**config.mk**
```make
export PLATFORM = sky130hd
export DESIGN_NAME = uart_rx
export DESIGN_NICKNAME = d
export VERILOG_FILES = /design/src/rtl/uart_rx.sv
export SDC_FILE = /design/constraint.sdc
export NUM_CORES = 1
export LEC_CHECK = 0
export CAP_MARGIN = 15
export CORE_MARGIN = 2
export CORE_UTILIZATION = 55
export DETAILED_ROUTE_END_ITERATION = 6
export DONT_BUFFER_PORTS = 1
export GPL_ROUTABILITY_DRIVEN = 1
export PLACE_DENSITY = 0.7
export SLEW_MARGIN = 5
export SYNTH_ARGS = -nofsm -noshare
export SYNTH_HDL_FRONTEND = slang
export SYNTH_SLANG_ARGS = --single-unit
```
**constraint.sdc**
```tcl
create_clock -name clk -period 1.95 [get_ports clk]
set_clock_uncertainty 0.15 [all_clocks]
set_input_delay 0.585 -clock clk [delete_from_list [all_inputs] [get_ports clk]]
set_output_delay 0.585 -clock clk [all_outputs]
set_load 0.1 [all_outputs]
```
**src/rtl/uart_rx.sv**
```systemverilog
// ---------------------------------------------------------------------------
// uart_rx -- receive half of the debug UART (8N1, LSB first).
//
// The asynchronous rx line is brought into the clk domain through a two-flop
// synchronizer and over-sampled with a tick counter. Each byte is recovered
// by sampling at mid-bit. A completed byte is handed to a one-entry holding
// register that is read through a valid/ready stream.
//
// Parameters
//   CLK_FREQ_HZ    clk frequency in Hz (must be overridden)
//   BAUD_RATE      line rate in baud (must be overridden)
//                  TICKS_PER_BIT = floor(CLK_FREQ_HZ / BAUD_RATE)
//
// Ports
//   clk             in   1  sole clock
//   rst_n           in   1  asynchronous, active-low reset
//   bit_in          in   1  raw serial line, async to clk, idles high
//   byte_out_data   out  8  received byte, stable while byte_out_valid=1
//   byte_out_valid  out  1  holding register full
//   byte_out_ready  in   1  consumer accepts on valid && ready
//   frame_err       out  1  one-cycle pulse: stop bit sampled low
//   overrun         out  1  one-cycle pulse: byte completed while holding full
// ---------------------------------------------------------------------------
module uart_rx #(
  parameter int unsigned CLK_FREQ_HZ = 0,
  parameter int unsigned BAUD_RATE   = 0
) (
  input  logic       clk,
  input  logic       rst_n,
  input  logic       bit_in,
  output logic [7:0] byte_out_data,
  output logic       byte_out_valid,
  input  logic       byte_out_ready,
  output logic       frame_err,
  output logic       overrun
);

  // The divisor is guarded so an unset BAUD_RATE does not divide by zero
  // during elaboration; the clamp to 2 keeps the half-bit compare value
  // non-negative. Neither guard yields a usable receiver -- both
  // parameters still have to be set by the instantiating design.
  localparam int unsigned TPB_RAW =
    CLK_FREQ_HZ / ((BAUD_RATE == 0) ? 1 : BAUD_RATE);
  localparam int unsigned TICKS_PER_BIT = (TPB_RAW < 2) ? 2 : TPB_RAW;
  localparam int unsigned CNT_W         = $clog2(TICKS_PER_BIT) + 1;

  // Start bit is confirmed half a bit after the falling edge; every later
  // sample is a full bit after the previous one, landing at mid-bit.
  localparam logic [CNT_W-1:0] CNT_HALF = CNT_W'(TICKS_PER_BIT / 2 - 1);
  localparam logic [CNT_W-1:0] CNT_FULL = CNT_W'(TICKS_PER_BIT - 1);

  typedef enum logic [1:0] {
    S_IDLE,
    S_START,
    S_DATA,
    S_STOP
  } state_e;

  logic             sync1_q;
  logic             rx_s_q;
  state_e           state_q;
  logic [CNT_W-1:0] cnt_q;
  logic [2:0]       bit_idx_q;
  logic             armed_q;
  logic [7:0]       shreg_q;
  logic [7:0]       data_q;
  logic             valid_q;
  logic             ferr_q;
  logic             ovr_q;

  logic             sample_d;
  logic             load_ok_d;

  // Mid-bit sample strobe shared by DATA and STOP.
  assign sample_d  = (cnt_q == CNT_FULL);

  // The holding register can take a new byte when empty or when its current
  // byte is being accepted on this very edge.
  assign load_ok_d = !valid_q || byte_out_ready;

  // -------------------------------------------------------------------------
  // Two-flop synchronizer. Resets to the idle (high) line level so that a
  // reset release never looks like a start edge.
  // -------------------------------------------------------------------------
  always_ff @(posedge clk or negedge rst_n) begin
    if (!rst_n) begin
      sync1_q <= 1'b1;
      rx_s_q  <= 1'b1;
    end else begin
      sync1_q <= bit_in;
      rx_s_q  <= sync1_q;
    end
  end

  // -------------------------------------------------------------------------
  // Data shift register. Pure datapath: no reset, because all eight bits are
  // overwritten before any of them can reach the holding register.
  // Right shift so the LSB, which arrives first, ends up in bit 0.
  // -------------------------------------------------------------------------
  always_ff @(posedge clk) begin
    if (state_q == S_DATA && sample_d) begin
      shreg_q <= {rx_s_q, shreg_q[7:1]};
    end
  end

  // -------------------------------------------------------------------------
  // Receive FSM, holding register and status pulses.
  // -------------------------------------------------------------------------
  always_ff @(posedge clk or negedge rst_n) begin
    if (!rst_n) begin
      state_q   <= S_IDLE;
      cnt_q     <= '0;
      bit_idx_q <= '0;
      armed_q   <= 1'b0;
      data_q    <= '0;
      valid_q   <= 1'b0;
      ferr_q    <= 1'b0;
      ovr_q     <= 1'b0;
    end else begin
      ferr_q <= 1'b0;
      ovr_q  <= 1'b0;

      // Accept empties the holding register; a load later in this block
      // overrides it so accept+load keeps valid high with the new byte.
      if (valid_q && byte_out_ready) begin
        valid_q <= 1'b0;
      end

      case (state_q)
        S_IDLE: begin
          cnt_q <= '0;
          // Arming requires seeing the line high, so a held-low line (break
          // or stuck wire) after a framing error cannot retrigger reception.
          if (rx_s_q) begin
            armed_q <= 1'b1;
          end else if (armed_q) begin
            state_q <= S_START;
          end
        end

        S_START: begin
          if (cnt_q == CNT_HALF) begin
            cnt_q     <= '0;
            bit_idx_q <= '0;
            // Line back high at mid-start means a glitch, not a frame.
            state_q   <= rx_s_q ? S_IDLE : S_DATA;
          end else begin
            cnt_q <= cnt_q + 1'b1;
          end
        end

        S_DATA: begin
          if (sample_d) begin
            cnt_q     <= '0;
            bit_idx_q <= bit_idx_q + 1'b1;
            if (bit_idx_q == 3'd7) begin
              state_q <= S_STOP;
            end
          end else begin
            cnt_q <= cnt_q + 1'b1;
          end
        end

        S_STOP: begin
          // Leaving at mid-stop gives half a bit of slack for the next
          // start edge of a back-to-back frame.
          if (sample_d) begin
            cnt_q   <= '0;
            state_q <= S_IDLE;
            if (rx_s_q) begin
              if (load_ok_d) begin
                data_q  <= shreg_q;
                valid_q <= 1'b1;
              end else begin
                // New byte is dropped; the held byte stays untouched.
                ovr_q <= 1'b1;
              end
            end else begin
              ferr_q  <= 1'b1;
              armed_q <= 1'b0;
            end
          end else begin
            cnt_q <= cnt_q + 1'b1;
          end
        end

        default: begin
          state_q <= S_IDLE;
          cnt_q   <= '0;
        end
      endcase
    end
  end

  assign byte_out_data  = data_q;
  assign byte_out_valid = valid_q;
  assign frame_err      = ferr_q;
  assign overrun        = ovr_q;

endmodule

```
## Yosys cells after proc, flatten, opt, wreduce, memory -nomap -nowiden

Index checks and enable logic that the tools add are counted.

| word-level totals | value |
|---|---|
| word-level logic and storage cells | 69 |
| bits of input ports | 4 |
| flip-flop bits (word level) | 29 |

| operators by class | value |
|---|---|
| mux-type cells | 30 |
| $add $sub $neg | 2 |
| equal/unequal tests | 13 |
| reductions and logical operators | 13 |

Operators with widths:

| operator | count |
|---|---|
| 2-bit 2-to-1 mux | 9 |
| 1-bit 2-to-1 mux | 15 |
| 2-bit inequality test, second input constant | 7 |
| 2-bit case mux with 4 select lines | 1 |
| 4-bit AND reduction | 2 |
| 3-bit 2-to-1 mux | 2 |
| 2-bit case mux with 3 select lines | 1 |
| 3-bit case mux with 2 select lines | 1 |
| 6-bit AND reduction | 1 |
| 2-bit by 1-bit equality test with 1-bit output, second input constant | 2 |
| 2-bit equality test, second input constant | 2 |
| 2-bit zero test | 2 |
| 2-bit nonzero test | 2 |
| 3-bit by 1-bit adder with 3-bit output, second input constant | 1 |
| 3-bit equality test, second input constant | 1 |
| 3-bit AND reduction | 1 |
| 2-bit by 1-bit adder with 2-bit output, second input constant | 1 |
| 1-bit logical AND | 2 |
| 2-bit by 1-bit inequality test with 1-bit output, second input constant | 1 |
| 1-bit case mux with 2 select lines | 1 |
| 2-bit OR reduction | 1 |
| 1-bit zero test | 1 |
| 1-bit logical OR | 1 |

## Logic depth before layout (Yosys ltp)

| logic depth | value |
|---|---|
| depth after elaboration | 6 |
| gate-level depth with buffers | 6 |
| mapped depth without buffers | 5 |

## Least setup slack after synthesis

Ideal clock, no wire load.

| timing | value |
|---|---|
| kind | reg-to-reg |
| start point | reg valid_q, in the netlist byte_out_valid |
| end point | reg data_q[0], in the netlist byte_out_data[0] |
| data required time | 1.674 ns |
| clock period less this slack | 1.956 ns |
| path buffers | 1 |
| setup time | 0.126 ns |
| arrival time | 1.680 ns |
| slack | -0.006 ns |
| cell stages (with the launch flop) | 5 |
| cells stage by stage | dfrtp_1 > nand2b_1 > nor2b_2 > buf_6 > mux2_4 |

| between the ends | value |
|---|---|
| longest elaborated chain between the ends | 3 |

RTL lines:

| element | RTL line | source |
|---|---|---|
| from (decl) | 67 | `logic valid_q;` |
| from (signal assigned) | 116 | `valid_q <= 1'b0;` |
| from (signal assigned) | 126 | `valid_q <= 1'b0;` |
| from (signal assigned) | 173 | `valid_q <= 1'b1;` |
| 1-bit zero test | 79 | `assign load_ok_d = !valid_q \|\| byte_out_ready;` |
| 1-bit logical OR | 79 |  |
| 4-bit AND reduction (no line) | -- |  |
| to (signal assigned) | 172 | `data_q <= shreg_q;` |
| to (decl) | 66 | `logic [7:0] data_q;` |

Every way passes these cells.
A chain may end at the register's enable or synchronous reset.

## Worst setup path after layout

| timing | value |
|---|---|
| start point | reg cnt_q[1] |
| end point | reg data_q[3], in the netlist byte_out_data[3] |

| between the ends | value |
|---|---|
| longest elaborated chain between the ends | 2 |

RTL lines:

| element | RTL line | source |
|---|---|---|
| from (decl) | 62 | `logic [CNT_W-1:0] cnt_q;` |
| from (signal assigned) | 148 | `cnt_q <= cnt_q + 1'b1;` |
| from (signal assigned) | 160 | `cnt_q <= cnt_q + 1'b1;` |
| from (signal assigned) | 183 | `cnt_q <= cnt_q + 1'b1;` |
| 2-bit by 1-bit equality test with 1-bit output | 75 | `assign sample_d = (cnt_q == CNT_FULL);` |
| 4-bit AND reduction (no line) | -- |  |

Every way passes these cells.

==> impl_metrics.py <==
metrics = {
    "min_path": {
        "holdPathEnd": "sync1_q",
        "min-delay-start": "bit_in",
        "hp-class": "input port to flip-flop",
        "hold_path_depth": 0,
    },
    "sta": {
        "tns_ns": 0,
        "relSlewSlack_pct": 38.1,
        "slew_violations": 0,
        "setup_viol": 0,
        "worst_pin_slew_ns": 0.925,
        "fmax_mhz": 572,
        "rsz0062_at_grt": "no",
        "post-route-min-period_ns": 1.75,
        "hold_violations": 0,
        "finalCritPeriodShare_pct": 89.6,
    },
    "worst_setup_path": {
        "critPathArrivalTime_ns": 1.80,
        "required_ns": 2.01,
        "r2r_end": "byte_out_data[3]",
        "cp_max_fo": 8,
        "cp_cell_sequence": "inv_1 > ha_1 > nand4_2 > nor2b_2 > buf_4 > mux2_4",
        "critPathTopFamily": "flip-flops",
        "cp.buffers_inverters": 2,
        "path_class": "flip-flop to flip-flop",
        "r2r_start": "cnt_q[1]",
        "critPathLaunchType": "flip-flop",
        "max_stage_delay_ns": 0.39,
        "r2r_setup_slack_ns": 0.20,
        "critPathCaptureType": "flip-flop",
        "cp_slowest_cell": "dfrtp_1",
        "reg2regPathDepth": 6,
    },
    "synth": {
        "yosysWarnings": 0,
        "synth_nets": 93,
        "yosysSeqAreaShare_pct": 64.5,
        "syn_area_per_cell_um2": 14.4,
        "synthCells": 83,
        "yosysUniqueCellTypes": 24,
        "ys_ff_latch": 29,
        "netlist_area_mm2": 0.00119,
    },
    "clock_tree": {
        "cts_root_buf": "clkbuf_4",
        "cts_tree": "built",
        "clock_path_buffers": 2,
        "clock_latency_ns": 0.32,
        "cts_buffers": 5,
        "clk_pin_slew_ns": 0.08,
        "postCtsSetupBuffers": 0,
        "cts.sinks": 29,
        "htreeDepth": 2,
    },
    "placed_design": {
        "dpl_cell_area_mm2": 0.00140,
        "gp_congestion": 0.777,
        "dp_hpwl_um": 1380,
        "port_buffers": 0,
    },
    "routing": {
        "wl_met2_um": 958,
        "drc_errors": 0,
        "drt_iter0_markers": 10,
        "first_pass_iters": 4,
        "wl_met1_um": 815,
        "wl_met3_um": 97,
        "wirelength_um": 1910,
        "highest_layer": "met4",
        "num_vias": 688,
        "wl_per_cell_um": 14.7,
        "viasPerCell": 5.29,
        "ant_nets": 0,
    },
    "run": {
        "cap_viol_max_count": 0,
    },
    "grt": {
        "grt_max_degree": 22,
        "antenna_found_initial": 0,
        "grt_overflow": 0,
        "globalRouteTotalUtil_pct": 18.5,
        "first_global_vias": 735,
        "grt_first_pass_wirelength_um": 3320,
    },
    "floorplan": {
        "rows": 16,
        "start_util_pct": 59.5,
        "die_h_um": 50.5,
        "die_w_um": 50.5,
        "die_area_mm2": 0.00255,
        "top_level_ports": 15,
        "core_mm2": 0.00200,
    },
    "final_layout": {
        "layout_common_cells": "dfrtp_1 (17), mux2_4 (8), edfxtp_1 (8)",
        "diodes": 0,
        "mostFrequentLayoutCell": "dfrtp_1",
        "final_cell_area_mm2": 0.00147,
        "fin_nets": 112,
        "drive_gt1_share_pct": 33.0,
        "syn_to_final_growth_pct": 23.2,
        "fillerInstances": 128,
    },
    "status": {
        "status": "complete, no violations",
    },
}
flip-flops by register name, indices dropped and copies added, names as in the netlist, 2 cells and up, named ones only:
register	cells
bit_idx_q	3
shreg_q	8
cnt_q	2
byte_out_data	8
through the flow:
stage	hold WS (ns)	cells	util, %	setup slack [ns]
after floorplan	0.139	83	-	0.240
after global placement	0.140	121	69.8	0.267
after detailed placement	0.140	121	69.8	0.209
after CTS	0.0929	130	73.3	0.194
after global routing	0.0875	130	73.3	0.0843
final	0.111	130	73.3	0.203
Yosys cell counts:
master     count  area share [%]
nor2_1         7             2.2
o21ai_0        1            0.42
a221oi_1       1            0.74
nor3b_1        1            0.63
nor2b_2        1            0.74
a2bb2oi_1      1            0.74
edfxtp_1       8              20
nand2b_1       1            0.53
a21oi_1        6             2.5
o31ai_1        1            0.63
and2_1         1            0.53
a311oi_1       1            0.74
dfstp_2        2             4.4
clkbuf_1       1            0.31
a211oi_1       2             1.3
nand4_2        1             1.1
nand2_1        4             1.3
nor2b_1        1            0.53
buf_6          1            0.95
ha_1           6             6.3
a22o_1         2             1.5
inv_1          6             1.9
dfrtp_1       19              40
mux2_4         8              10
worst max-delay path by stage:
stage                       end  depth (start not counted)  slack [ns]             start
4_1_cts        byte_out_data[6]                          0        0.19  byte_out_data[6]
6_report       byte_out_data[3]                          6        0.20          cnt_q[1]
2_1_floorplan        shreg_q[0]                          4        0.24          cnt_q[1]
5_1_grt        byte_out_data[6]                          1        0.08             rst_n
3_3_place_gp   byte_out_data[0]                          6        0.27          cnt_q[1]
3_5_place_dp   byte_out_data[7]                          6        0.21          cnt_q[1]
layout make-up:
type                            count  area [um2]  share of cell area, %
Sequential cell                    29         771                   52.5
Multi-Input combinational cell     46         385                   26.3
Timing Repair Buffer               14         195                   13.3
Clock buffer                        6        51.3                   3.50
Tap cell                           27        33.8                   2.30
Inverter                            6        22.5                   1.53
Clock inverter                      2        8.76                  0.597
what timing repair did:
action / CTS / global route
resized for setup: 1 / 0
hold endpoints to repair: 21 / 0
setup endpoints to repair: 1 / 0
hold buffers: 1 / 0
routing by layer:
layer | GRT usage (%) | vias up
met5 | 0 | -
met4 | 11.3 | 0
met3 | 8.33 | 4
met2 | 28.7 | 17
met1 | 20.9 | 335
li1 | - | 332
logic make-up (layout without fill, tap and decap cells):
family	count (synthesis)	after routing	synth area share, %
flip-flops	29	29	64.5
adder cells (fa/ha/maj)	6	6	6.30
multiplexers	8	8	10.1
AO/OA/AOI/OAI	15	15	8.51
AND/OR/NAND/NOR	17	17	7.46
buffers and inverters	8	28	3.15
Power is left out: the tool's default activity adds up to more than one toggle a clock period on the data nets, which glitch-free logic cannot reach.
==> patch: new RTL, same flow settings <==
Re-encode `state_e` (4 states) as one-hot, 4 bits wide.
--- a/src/rtl/uart_rx.sv
+++ b/src/rtl/uart_rx.sv
@@ -49,11 +49,11 @@
   localparam logic [CNT_W-1:0] CNT_HALF = CNT_W'(TICKS_PER_BIT / 2 - 1);
   localparam logic [CNT_W-1:0] CNT_FULL = CNT_W'(TICKS_PER_BIT - 1);
 
-  typedef enum logic [1:0] {
-    S_IDLE,
-    S_START,
-    S_DATA,
-    S_STOP
+  typedef enum logic [3:0] {
+    S_IDLE  = 4'b0001,
+    S_START = 4'b0010,
+    S_DATA  = 4'b0100,
+    S_STOP  = 4'b1000
   } state_e;
 
   logic             sync1_q;
Function: no difference found for any inputs over 10 cycles, from zero or initial values and one cycle with rst_n low; not proved beyond that.
==> patch against the unedited design <==
  * Sequential cell count is 2 higher
  * Die area is 8.9% higher
  * Worst hold slack better by 0.0067 ns
  * Synthesized area is 9.7% higher
  * Routed wire length is 11% higher
  * Sequential share of layout area is 2.5 points higher
  * Setup slack worse by 0.073 ns
  * Design area is 2.4% higher
==> patch: results (changes against the unedited design) <==
.. list-table::
   :header-rows: 1

   * - Metric
     - Value
   * - Clock tree sinks
     - 31 (+6.9%)
   * - Grt met3 use
     - 0.0600 (-0.0233)
   * - Overall routing resource usage
     - 0.186 (+0.00123)
   * - Number of multi-input logic gates
     - 61 (+33%)
   * - Period minus WS final
     - 1.82 ns (+0.0731 ns)
   * - Wirelength per Cell
     - 14.9 microns (+1.4%)
   * - GP Congestion
     - 0.904 (+16%)
   * - Area growth from synthesis to layout
     - 15.0%
   * - Most common library cells after synthesis
     - sky130_fd_sc_hd__dfrtp_1 (20), sky130_fd_sc_hd__mux2_2 (10), sky130_fd_sc_hd__edfxtp_1 (8)
   * - Instance area after placement
     - 1410 sq um (+1.3%)
   * - Buffers excl. clock
     - 11 (-3)
   * - DRC violation total after the first TritonRoute iteration
     - 17 (+7)
   * - Wire length of the first global-routing pass
     - 3590 microns (+8.1%)
   * - Cells after DPL
     - 133 (+9.9%)
   * - Met1 track utilization from global routing
     - 0.230 (+0.0220)
   * - Pin count of the biggest net entering global routing
     - 24 (+9.1%)
   * - Number of global-route vias before repair
     - 803 (+9.3%)
   * - Proportion of cell area occupied by multi-input gates
     - 0.305 (+0.0422)
   * - Number of cells traversed by the worst register-to-register path
     - 5 (-1)
   * - Final nets
     - 123 (+9.8%)
   * - GR Layer Usage met2
     - 0.300 (+0.0127)
   * - Count of cells resized by post-cts repair
     - 6 (+5)
   * - Hold slack
     - 0.118 ns (+0.00669 ns)
   * - HPWL after detailed placement
     - 1450 microns (+4.9%)
   * - Clk cell area share
     - 0.0333 (-0.00762)
   * - CTS clock-pin slew for the worst setup and hold paths
     - 0.10 ns (+0.02 ns)
   * - Syn_nets
     - 108 (+16%)
   * - Setup slack after placement
     - 0.123 ns (-0.0856 ns)
   * - Distinct cells, synth
     - 31 (+29%)
   * - Result of the run
     - finished clean
   * - Dominant delay contributor by cell family on the critical path
     - simple AND/OR/NAND/NOR gates
   * - Count of vias placed by the detailed router
     - 804 (+17%)
   * - Logic inverters
     - 4 (-2)
   * - Number of filler cells placed in the layout
     - 166 (+30%)
   * - Worst slew pin tran
     - 0.490 ns (-0.435 ns)
   * - Non-clock buffer share
     - 0.0783 (-0.0547)
   * - Share of the yosys chip area belonging to registers
     - 0.627 (-0.0176)
   * - Number of cells produced by synthesis
     - 99 (+19%)
   * - Proportion of layout cells with a drive suffix above 1
     - 0.330 (+0.000338)
   * - Vias per cell
     - 5.62 (+6.2%)
==> patch: changes by cell type after synthesis, sizes merged, moves of 2 or more <==
cell	delta
o21ai	+6
a21oi	-5
and2b	+3
nor2b	+3
nor3	+3
and3	+2
inv	-2
mux2	+2
nand3	+2
==> patch: logic make-up after synthesis <==
group,count (synthesis),synth area share
AOI/OAI and AO/OA,15,0.0718
adders and majority gates,5,0.0479
buffers and inverters,7,0.0268
DFF,31,0.627
muxes,10,0.0862
and+or+nand+nor,31,0.140
==> patch: power groups by stage <==
stage | Clock, mW | Sequential [mW] | Combinational, mW
3_3_place_gp | 0 | 0.745 | 0.252
3_5_place_dp | 0 | 0.748 | 0.255
2_1_floorplan | 0 | 0.739 | 0.201
4_1_cts | 0.351 | 0.736 | 0.270
6_report | 0.340 | 0.741 | 0.282
5_1_grt | 0.381 | 0.745 | 0.318
==> patch: metal layers <==
layer | vias up | wire (microns)
met5 | - | 0
met4 | 0 | 31
met3 | 4 | 98
met2 | 25 | 1050
met1 | 398 | 948
li1 | 377 | -
